[src/rtl/vga_scaled_scanout.sv]
// VGA scan-out engine: raster timing, scaled frame-buffer fetch with
// SCALE x SCALE pixel replication, built-in test patterns and underrun
// detection. Every output is delayed LAT = RD_LAT + 2 cycles from the
// raster counters, so geometry is the same in every mode.
module vga_scaled_scanout #(
  parameter int H_ACTIVE = 640,
  parameter int H_FP     = 16,
  parameter int H_SYNC   = 96,
  parameter int H_BP     = 48,
  parameter int V_ACTIVE = 480,
  parameter int V_FP     = 10,
  parameter int V_SYNC   = 2,
  parameter int V_BP     = 33,
  parameter int SCALE    = 2,
  parameter int PIX_W    = 12,
  parameter int RD_LAT   = 1,
  parameter bit SYNC_POL = 1'b0,
  parameter logic [PIX_W-1:0] SOLID_COLOR = 12'hF0F,
  parameter int AW = $clog2((H_ACTIVE / SCALE) * (V_ACTIVE / SCALE))
) (
  input  logic             pclk,
  input  logic             rst_n,
  input  logic [1:0]       mode,
  output logic             r_clk,
  output logic [AW-1:0]    r_addr,
  output logic             r_en,
  input  logic [PIX_W-1:0] r_data,
  input  logic             r_dv,
  output logic [3:0]       red_bits,
  output logic [3:0]       green_bits,
  output logic [3:0]       blue_bits,
  output logic             hsync,
  output logic             vsync,
  output logic             de,
  output logic             frame_start,
  output logic             underrun
);

  localparam int H_TOTAL = H_ACTIVE + H_FP + H_SYNC + H_BP;
  localparam int V_TOTAL = V_ACTIVE + V_FP + V_SYNC + V_BP;
  localparam int HW      = $clog2(H_TOTAL);
  localparam int VW      = $clog2(V_TOTAL);
  localparam int SUBW    = (SCALE > 1) ? $clog2(SCALE) : 1;
  localparam int SRC_W   = H_ACTIVE / SCALE;
  localparam int BAR_W   = H_ACTIVE / 8;
  localparam int LAT     = RD_LAT + 2;

  // Raster counters and source-address walkers
  logic [HW-1:0]   h_cnt_q, h_cnt_d;
  logic [VW-1:0]   v_cnt_q, v_cnt_d;
  logic [SUBW-1:0] h_sub_q, h_sub_d, v_sub_q, v_sub_d;
  logic [AW-1:0]   src_col_q, src_col_d, line_base_q, line_base_d;
  logic [1:0]      mode_q, mode_eff;

  logic h_last, v_last, h_act, v_act, active, frame_origin;
  logic hs_lvl, vs_lvl;
  logic [2:0]       bar_idx;
  logic [PIX_W-1:0] pat_color;

  // Stage-1 registers (read request) and delay line for stages 1..LAT-1
  logic [AW-1:0]    r_addr_q;
  logic             r_en_q;
  logic             de_pq  [1:LAT-1];
  logic             hs_pq  [1:LAT-1];
  logic             vs_pq  [1:LAT-1];
  logic             fs_pq  [1:LAT-1];
  logic             buf_pq [1:LAT-1];
  logic [PIX_W-1:0] pat_pq [1:LAT-1];

  // Output stage
  logic [PIX_W-1:0] color_q, color_d;
  logic             de_q, hs_q, vs_q, fs_q, underrun_q, underrun_d, set_ur;

  assign h_last       = (h_cnt_q == HW'(H_TOTAL - 1));
  assign v_last       = (v_cnt_q == VW'(V_TOTAL - 1));
  assign h_act        = (h_cnt_q < HW'(H_ACTIVE));
  assign v_act        = (v_cnt_q < VW'(V_ACTIVE));
  assign active       = h_act & v_act;
  assign frame_origin = (h_cnt_q == '0) && (v_cnt_q == '0);
  // The frame's mode is taken from the input at the origin cycle itself
  assign mode_eff     = frame_origin ? mode : mode_q;
  assign hs_lvl = ((h_cnt_q >= HW'(H_ACTIVE + H_FP)) &&
                   (h_cnt_q <  HW'(H_ACTIVE + H_FP + H_SYNC))) ? SYNC_POL : ~SYNC_POL;
  assign vs_lvl = ((v_cnt_q >= VW'(V_ACTIVE + V_FP)) &&
                   (v_cnt_q <  VW'(V_ACTIVE + V_FP + V_SYNC))) ? SYNC_POL : ~SYNC_POL;

  // Next-state for the raster counters and the division-free address walk
  always_comb begin
    h_cnt_d     = h_last ? '0 : h_cnt_q + 1'b1;
    v_cnt_d     = v_cnt_q;
    h_sub_d     = h_sub_q;
    v_sub_d     = v_sub_q;
    src_col_d   = src_col_q;
    line_base_d = line_base_q;
    if (h_last) begin
      v_cnt_d = v_last ? '0 : v_cnt_q + 1'b1;
    end
    if (h_last && v_last) begin
      h_sub_d     = '0;
      v_sub_d     = '0;
      src_col_d   = '0;
      line_base_d = '0;
    end else begin
      if (active) begin
        if (h_cnt_q == HW'(H_ACTIVE - 1)) begin
          // Last visible pixel: rewind the column, step the source line
          // only once every SCALE screen lines.
          h_sub_d   = '0;
          src_col_d = '0;
          if (v_sub_q == SUBW'(SCALE - 1)) begin
            v_sub_d     = '0;
            line_base_d = line_base_q + AW'(SRC_W);
          end else begin
            v_sub_d = v_sub_q + 1'b1;
          end
        end else if (h_sub_q == SUBW'(SCALE - 1)) begin
          h_sub_d   = '0;
          src_col_d = src_col_q + 1'b1;
        end else begin
          h_sub_d = h_sub_q + 1'b1;
        end
      end
      if (h_last) begin
        h_sub_d   = '0;
        src_col_d = '0;
      end
    end
  end

  // Raster counter, address walker and frame-mode registers
  always_ff @(posedge pclk or negedge rst_n) begin
    if (!rst_n) begin
      h_cnt_q     <= '0;
      v_cnt_q     <= '0;
      h_sub_q     <= '0;
      v_sub_q     <= '0;
      src_col_q   <= '0;
      line_base_q <= '0;
      mode_q      <= 2'd0;
    end else begin
      h_cnt_q     <= h_cnt_d;
      v_cnt_q     <= v_cnt_d;
      h_sub_q     <= h_sub_d;
      v_sub_q     <= v_sub_d;
      src_col_q   <= src_col_d;
      line_base_q <= line_base_d;
      if (frame_origin) mode_q <= mode;
    end
  end

  // Test-pattern colour for the current counter position
  always_comb begin
    bar_idx = 3'd0;
    for (int i = 1; i < 8; i++) begin
      if (h_cnt_q >= HW'(i * BAR_W)) bar_idx = 3'(i);
    end
    pat_color = '0;
    case (mode_eff)
      2'd1: pat_color = {{4{~bar_idx[1]}}, {4{~bar_idx[2]}}, {4{~bar_idx[0]}}};
      2'd2: pat_color = (h_cnt_q[5] ^ v_cnt_q[5]) ? 12'h000 : 12'hFFF;
      2'd3: pat_color = SOLID_COLOR;
      default: pat_color = '0;
    endcase
  end

  // Stage 1: issue the read and enter the timing/pattern delay line
  always_ff @(posedge pclk or negedge rst_n) begin
    if (!rst_n) begin
      r_addr_q  <= '0;
      r_en_q    <= 1'b0;
      de_pq[1]  <= 1'b0;
      hs_pq[1]  <= ~SYNC_POL;
      vs_pq[1]  <= ~SYNC_POL;
      fs_pq[1]  <= 1'b0;
      buf_pq[1] <= 1'b0;
      pat_pq[1] <= '0;
    end else begin
      r_en_q <= active && (mode_eff == 2'd0);
      if (active && (mode_eff == 2'd0)) r_addr_q <= line_base_q + src_col_q;
      de_pq[1]  <= active;
      hs_pq[1]  <= hs_lvl;
      vs_pq[1]  <= vs_lvl;
      fs_pq[1]  <= frame_origin;
      buf_pq[1] <= (mode_eff == 2'd0);
      pat_pq[1] <= pat_color;
    end
  end

  // Stages 2..LAT-1 mirror the frame-buffer read latency
  for (genvar gi = 2; gi < LAT; gi++) begin : g_stage
    // Shift one delay-line stage
    always_ff @(posedge pclk or negedge rst_n) begin
      if (!rst_n) begin
        de_pq[gi]  <= 1'b0;
        hs_pq[gi]  <= ~SYNC_POL;
        vs_pq[gi]  <= ~SYNC_POL;
        fs_pq[gi]  <= 1'b0;
        buf_pq[gi] <= 1'b0;
        pat_pq[gi] <= '0;
      end else begin
        de_pq[gi]  <= de_pq[gi-1];
        hs_pq[gi]  <= hs_pq[gi-1];
        vs_pq[gi]  <= vs_pq[gi-1];
        fs_pq[gi]  <= fs_pq[gi-1];
        buf_pq[gi] <= buf_pq[gi-1];
        pat_pq[gi] <= pat_pq[gi-1];
      end
    end
  end

  // Final pixel selection; a missing r_dv in buffer mode shows SOLID_COLOR
  always_comb begin
    color_d = '0;
    set_ur  = 1'b0;
    if (de_pq[LAT-1]) begin
      if (buf_pq[LAT-1]) begin
        if (r_dv) begin
          color_d = r_data;
        end else begin
          color_d = SOLID_COLOR;
          set_ur  = 1'b1;
        end
      end else begin
        color_d = pat_pq[LAT-1];
      end
    end
    underrun_d = (fs_pq[LAT-1] ? 1'b0 : underrun_q) | set_ur;
  end

  // Output registers
  always_ff @(posedge pclk or negedge rst_n) begin
    if (!rst_n) begin
      color_q    <= '0;
      de_q       <= 1'b0;
      hs_q       <= ~SYNC_POL;
      vs_q       <= ~SYNC_POL;
      fs_q       <= 1'b0;
      underrun_q <= 1'b0;
    end else begin
      color_q    <= color_d;
      de_q       <= de_pq[LAT-1];
      hs_q       <= hs_pq[LAT-1];
      vs_q       <= vs_pq[LAT-1];
      fs_q       <= fs_pq[LAT-1];
      underrun_q <= underrun_d;
    end
  end

  assign r_clk       = pclk;
  assign r_addr      = r_addr_q;
  assign r_en        = r_en_q;
  assign red_bits    = color_q[11:8];
  assign green_bits  = color_q[7:4];
  assign blue_bits   = color_q[3:0];
  assign hsync       = hs_q;
  assign vsync       = vs_q;
  assign de          = de_q;
  assign frame_start = fs_q;
  assign underrun    = underrun_q;

endmodule

[config.mk]
export PLATFORM = sky130hd
export DESIGN_NAME = vga_scaled_scanout
export DESIGN_NICKNAME = d
export VERILOG_FILES = /design/src/rtl/vga_scaled_scanout.sv
export SDC_FILE = /design/constraint.sdc
export NUM_CORES = 1
export LEC_CHECK = 0
export BUFFER_PORTS_ARGS = -buffer_cell sky130_fd_sc_hd__buf_2
export CORE_UTILIZATION = 53
export CTS_BUF_LIST = sky130_fd_sc_hd__clkbuf_16
export DETAILED_ROUTE_END_ITERATION = 8
export PLACE_DENSITY_LB_ADDON = 0.2
export RECOVER_POWER = 50
export SLEW_MARGIN = 20
export SYNTH_ARGS = -nofsm -noshare
export SYNTH_HDL_FRONTEND = slang
export SYNTH_SLANG_ARGS = --single-unit
[constraint.sdc]
create_clock -name pclk -period 2.92 [get_ports pclk]
set_input_delay 0.292 -clock pclk [delete_from_list [all_inputs] [get_ports pclk]]
set_output_delay 0.292 -clock pclk [all_outputs]
set_load 0.02 [all_outputs]
Word-level counts from Yosys, hierarchy flattened

Index checks and enable logic that the tools add are counted.

$add $sub $neg: 7
Multiply operators: 0
Div/mod/pow operators: 0
$lt $le $gt $ge: 13
Equality and inequality tests: 6
Shift-type cells: 0
Mux-type cells: 39
Bitwise logic cells: 6
Reduce and logical (&&, ||, !) cells: 16

Operators with widths:

| operator              | count |
|---|---|
| $mux 17               | 9 |
| $mux 12               | 4 |
| $ge 10x9->1 const B   | 4 |
| $pmux 12 s3           | 1 |
| $eq 10x10->1 const B  | 3 |
| $add 10x1->10 const B | 2 |
| $ge 10x10->1 const B  | 2 |
| $ge 10x8->1 const B   | 2 |
| $logic_not 10->1      | 2 |
| $lt 10x10->1 const B  | 2 |
| $lt 10x9->1 const B   | 2 |
| $mux 10               | 2 |
| $mux 3                | 6 |
| $add 17x1->17 const B | 1 |
| $add 17x17->17        | 1 |
| $add 17x9->17 const B | 1 |
| $mux 1                | 16 |
| $ge 10x7->1 const B   | 1 |
| $reduce_bool 2->1     | 3 |
| $logic_and 1x1->1     | 5 |
| $eq 2x2->1 const B    | 2 |
| $reduce_and 2->1      | 2 |
| $reduce_bool 4->1     | 1 |
| $not 1->1             | 3 |
| other kinds (9)       | 10 |

Register bits after elaboration: 127
Bits in latches: 0
Bits in writable memories: 0
Bits in read-only memories: 0
Output and inout port bits: 36
Logic and storage cells: 114
Memories: 0

Logic depth before layout (Yosys ltp)

Gate-level depths: netlist (run 1).

Word-level depth: 10
Mapped depth: 10

==> flow_metrics.env, run 1 <==
export IMPL_drc_errors=0
export IMPL_slew_headroom=0.0907
export IMPL_crit_start="v_cnt_q[1]"
export IMPL_rows=36
export IMPL_multiInputGateArea_sq_mm=0.00256
export IMPL_arrival_ps=3050
export IMPL_synth_seq_cells=103
export IMPL_initial_core_util=0.545
export IMPL_ff2ff_path_depth=8
export IMPL_skew_ps=9.74
export IMPL_min_period_ps=2710
export IMPL_drtAntennaViolNets=0
export IMPL_drv_cap=0
export IMPL_critPathCapture="r_addr[15]"
export IMPL_ys_seq_area_frac=0.485
export IMPL_antenna_found_initial=0
export IMPL_worst_path_max_fanout=14
export IMPL_overflow=0
export IMPL_p_leak_nw=2.73
export IMPL_dominantRegCellSynth="dfrtp_1"
export IMPL_hold_viol=0
export IMPL_synthArstFlopShare=1.00
export IMPL_wire_per_inst_um=15.6
export IMPL_startpoint_type="flip-flop"
export IMPL_drive_above_1_share=0.196
export IMPL_max_slew_worst_pin_slew_ps=1360
export IMPL_viasPerCell=5.82
export IMPL_tns_ps=0
export IMPL_avgSynthCellArea_sq_um=10.3
export IMPL_synth_warnings=0
export IMPL_syn_cell_area_sq_mm=0.00533
export IMPL_slew_viol_final=0
export IMPL_dp_hpwl_mm=7.74
export IMPL_min_path_type="input port to flip-flop"
export IMPL_power_density_mw_per_mm2=496
export IMPL_clock_latency_ps=460
export IMPL_numPortBuffers=52
export IMPL_required_ps=3270
export IMPL_vdd_drop_max_mv=0.536
export IMPL_status="finished clean"
export IMPL_synth_nets=552
export IMPL_die_height_um=102
export IMPL_post_route_period_util=0.928
export IMPL_reg2reg_slack_ps=210
export IMPL_cts_resized=0
export IMPL_finalWirelength_mm=11.1
export IMPL_rsz0062_at_grt="false"
export IMPL_clk_transition_reported_paths_ps=80
export IMPL_reg2reg_to="r_addr[15]"
export IMPL_cts_tree="built"
export IMPL_grt_pass1_vias=3928
export IMPL_core_region_area_sq_mm=0.00977
export IMPL_synth_distinct_cells=66
export IMPL_fmax_mhz=369
export IMPL_ios=53
export IMPL_end_kind="flip-flop"
export IMPL_antennaDiodeCount=0
export IMPL_gp_congestion=0.882
export IMPL_synthCells=518
export IMPL_drt_pass1_iterations=5
export IMPL_grtUsageTotal=0.230
export IMPL_timing_rr_start="v_cnt_q[1]"
export IMPL_vias=4127
export IMPL_fillerInstances=828
export IMPL_critical_path_class="flip-flop to flip-flop"
export IMPL_regArea_sq_mm=0.00258
export IMPL_setup_viol=0
export IMPL_die_w_um=102
export IMPL_fin_nets=605
export IMPL_post_cts_buffers=0
export IMPL_syn_to_final_growth_pct=13.9
export IMPL_dr_first_iter_drc_count=264
export IMPL_utilization=0.621
export IMPL_synth_edf_count=0
export IMPL_grt_pass1_wl_mm=18.3
export IMPL_grt_max_degree=104
export IMPL_die_area_sq_mm=0.0105
[stage by stage]
step                      cells  total power [mW]  hold slack (ps)  setup WS (ps)  instance area (sq um)
final                       709              3.01             41.9            211                   6070
after global routing        709              3.12             32.5           44.9                   6070
after CTS                   709              3.04             36.6            212                   6080
after detailed placement    689              1.67              335            237                   5710
after global placement      689              1.67              334            302                   5710
after floorplan             518              1.61            -3.59            451                   5330
[cells in the mapped netlist (all sizes together) (3+ instances only)]
cell    count  area share
nand3      28       0.026
mux2       15       0.037
nand4      16       0.019
a21boi      5      0.0070
nor2       35       0.025
dfrtp      97        0.46
a21oi      25       0.023
or4         9       0.013
clkbuf     11      0.0077
inv        19       0.014
xnor2      22       0.036
mux2i       3      0.0056
nor4        8       0.012
nand2      40       0.028
xor2       12       0.020
and4        4      0.0066
buf         8       0.013
o22ai       4      0.0047
or3        10       0.012
ha         17       0.040
dfstp       6       0.030
o31ai       8       0.011
a211oi      4      0.0056
or2         5      0.0059
nor3       15       0.018
or4b        3      0.0063
o21a       12       0.017
o21ai      29       0.028
o211ai      7      0.0099
nand2b      7      0.0082
[critical path, stage by stage, from the launching register on]
cell	delay (ps)
dfrtp_1	400
inv_1	110
ha_1	150
or4b_4	460
or2_1	350
nor4_4	340
o21ai_2	180
inv_4	250
mux2_2	360
[state kept, by name, indices dropped and copies added (netlist names), 2 cells and up]
register	count
r_addr	17
src_col_q	17
color_q	12
line_base_q	11
h_cnt_q	10
v_cnt_q	10
pat_pq	6
buf_pq	2
de_pq	2
fs_pq	2
hs_pq	2
mode_q	2
vs_pq	2
[what timing repair did]
action | 4_1_cts | 5_1_grt
hold buffers | 1 | 0
endpoints found under the hold margin | 97 | 0
setup endpoints to repair | 0 | 0
[power by group]
part | internal [mW] | leakage [nW] | switching, mW
clock network | 0.781 | 0.184 | 0.626
logic | 0.0502 | 1.24 | 0.0896
registers | 1.46 | 1.31 | 0.0107
total | 2.29 | 2.73 | 0.727
[cells in the final DEF (no fill, tap or decap), types with 6 or more instances in the layout]
cell type	count
nand3_1	28
o31ai_1	8
mux2_4	8
nand2b_1	7
or3_1	10
o211ai_1	7
xor2_1	12
nor3_1	13
clkbuf_16	12
ha_1	17
dfrtp_1	97
inv_1	18
nand4_1	16
a21oi_1	25
nand2_1	40
nor4_1	7
or4_1	9
buf_2	51
nor2_1	35
xnor2_1	22
mux2_2	7
dfstp_2	6
o21a_1	12
o21ai_0	28
[layout make-up]
type	count	area share
Clock inverter	7	0.00989
Clock buffer	13	0.0503
Sequential cell	103	0.426
Multi-Input combinational cell	377	0.422
Inverter	19	0.0122
Timing Repair Buffer	57	0.0523
Tap cell	133	0.0274
[worst min path at each step]
stage	from	endpoint	slack, ps	depth (start not counted)
2_1_floorplan	rst_n	buf_pq[0]	-4	0
3_3_place_gp	pat_pq[19]	pat_pq[7]	330	0
3_5_place_dp	de_pq[1]	de_pq[0]	330	0
4_1_cts	r_data[9]	color_q[9]	40	2
5_1_grt	r_data[9]	color_q[9]	30	2
6_report	r_data[9]	color_q[9]	40	2
[metal layers]
layer / routed length, um / vias up / track usage
met4: 235 / 0 / 0.116
met3: 435 / 19 / 0.0397
met2: 5080 / 119 / 0.352
met5: 0 / - / 0
met1: 5310 / 1988 / 0.315
li1: - / 2001 / -
[logic make-up (layout without fill, tap and decap cells)]
group	Yosys count	in the layout	synth area share
mux	18	18	0.0430
simple gates	194	194	0.201
flops	103	103	0.485
compound gates	112	112	0.138
buf+inv	38	96	0.0348
fa+ha+maj	18	18	0.0418
other cells	1	1	0.000704
xor+xnor	34	34	0.0559
Power figures use the tool's default switching activity.
==> inputs of run 2 (changes only) <==
Settings changed: CTS_CLUSTER_SIZE from default to 16, REMOVE_ABC_BUFFERS from default to 1.
==> run 2 against run 1 <==
Compared with the run above:
- via count increased by 1.6%
- fmax increased by 0.27%
- first-iteration DRC count decreased by 3.4%
- clock power increased by 4%
- highest routed layer unchanged
- sequential power about the same
- setup slack improved by 7.4 ps
- largest power group unchanged
- die area unchanged
- wire length increased by 3.7%
- non-clock buffer count unchanged
- critical path depth unchanged
- total power increased by 2.3%
==> flow_metrics.env, run 2 (synthesis results as in run 1) <==
export IMPL_rows=36
export IMPL_reg2reg_slack_ps=220
export IMPL_cts_tree="built"
export IMPL_grt_pass1_wl_mm=19.1
export IMPL_grt_max_degree=62
export IMPL_dr_first_iter_drc_count=255
export IMPL_vias=4194
export IMPL_power_density_mw_per_mm2=505
export IMPL_final_cell_area_sq_mm=0.00610
export IMPL_dp_hpwl_mm=8.02
export IMPL_min_path_type="input port to flip-flop"
export IMPL_tns_ps=0
export IMPL_skew_ps=16.4
export IMPL_startpoint_type="flip-flop"
export IMPL_die_height_um=102
export IMPL_initial_core_util=0.545
export IMPL_vdd_drop_max_mv=0.363
export IMPL_end_kind="flip-flop"
export IMPL_clock_latency_ps=460
export IMPL_critical_path_class="flip-flop to flip-flop"
export IMPL_die_area_sq_mm=0.0105
export IMPL_place_area_sq_mm=0.00571
export IMPL_ios=53
export IMPL_final_common_cell="dfrtp_1"
export IMPL_drtAntennaViolNets=0
export IMPL_finalWirelength_mm=11.5
export IMPL_wire_per_inst_um=16.2
export IMPL_slew_viol_final=0
export IMPL_p_leak_nw=2.75
export IMPL_post_route_period_util=0.925
export IMPL_worst_path_max_fanout=14
export IMPL_hold_viol=0
export IMPL_core_region_area_sq_mm=0.00977
export IMPL_grt_pass1_vias=4026
export IMPL_setup_viol=0
export IMPL_clk_transition_reported_paths_ps=70
export IMPL_required_ps=3250
export IMPL_drt_pass1_iterations=5
export IMPL_min_period_ps=2700
export IMPL_utilization=0.624
export IMPL_numPortBuffers=52
export IMPL_syn_to_final_growth_pct=14.5
export IMPL_rsz0062_at_grt="false"
export IMPL_gp_congestion=0.852
export IMPL_overflow=0
export IMPL_slew_headroom=0.284
export IMPL_antennaDiodeCount=0
export IMPL_post_cts_buffers=0
export IMPL_status="finished clean"
export IMPL_final_cell_mix="dfrtp_1, buf_2, nand2_1"
export IMPL_fmax_mhz=370
export IMPL_antenna_found_initial=0
export IMPL_drc_errors=0
export IMPL_viasPerCell=5.92
export IMPL_die_w_um=102
export IMPL_grtUsageTotal=0.238
export IMPL_drive_above_1_share=0.194
export IMPL_drv_cap=0
export IMPL_max_slew_worst_pin_slew_ps=1070
export IMPL_arrival_ps=3040
export IMPL_fin_nets=605
-- run 2: cell count changes in the layout (fill, tap and decap cells not counted), sizes merged --
cell    previous run  this run
bufinv             0         1
clkbuf            14        13
clkinv             2         1
buf               55        56
-- run 2: worst paths after layout --
kind | start | to | depth (start not counted)
setup / recovery | v_cnt_q[1] | r_addr[1] | 8
hold / removal | r_data[2] | color_q[2] | 2
setup reg to reg | v_cnt_q[1] | r_addr[1] | 8
hold reg to reg | pat_pq[19] | pat_pq[7] | 0
max in group asynchronous | rst_n | src_col_q[13] | 3
min in group asynchronous | rst_n | color_q[0] | 2
-- run 2: final cells by class --
| class | count | area [sq um] |
|---|---|---|
| Fill cell | 826 | 3670 |
| Clock inverter | 7 | 76.3 |
| Timing Repair Buffer | 57 | 328 |
| Inverter | 19 | 76.3 |
| Tap cell | 133 | 166 |
| Sequential cell | 103 | 2580 |
| Clock buffer | 13 | 305 |
| Multi-Input combinational cell | 377 | 2560 |
-- run 2: per-layer routing --
metal	global-route usage	wire [um]
met1	0.315	5180
met3	0.0547	452
met4	0.102	284
met5	0	0
met2	0.378	5550
-- run 2: critical path, cell delays in order (launching register included) --
cell and delay, ps:
dfrtp_1 390, inv_1 120, ha_1 150, or4b_4 460
or2_1 340, nor4_4 320, o21ai_2 190, inv_6 240
mux2_2 350
-- run 2: stage by stage --
step                      total power [mW]  hold WS, ps  setup slack [ps]  std cells
final                                 3.08         52.2               218        709
after global routing                  3.19         42.4              41.8        709
after CTS                             3.11         46.6               188        709
after detailed placement              1.67          316               189        689
after global placement                1.67          309               281        689
after floorplan                       1.56        -3.59              40.6        499
-- run 2: repair_timing --
item                                    CTS  global route
gates resized for setup                   0             1
hold endpoints to repair                 36             0
hold buffers                              1             0
endpoints found under the setup margin    0             1
-- run 2: report_power, final --
part	internal, mW	switching, mW
Sequential	1.46	0.0118
Combinational	0.0520	0.0917
Clock	0.860	0.612
Total	2.37	0.715
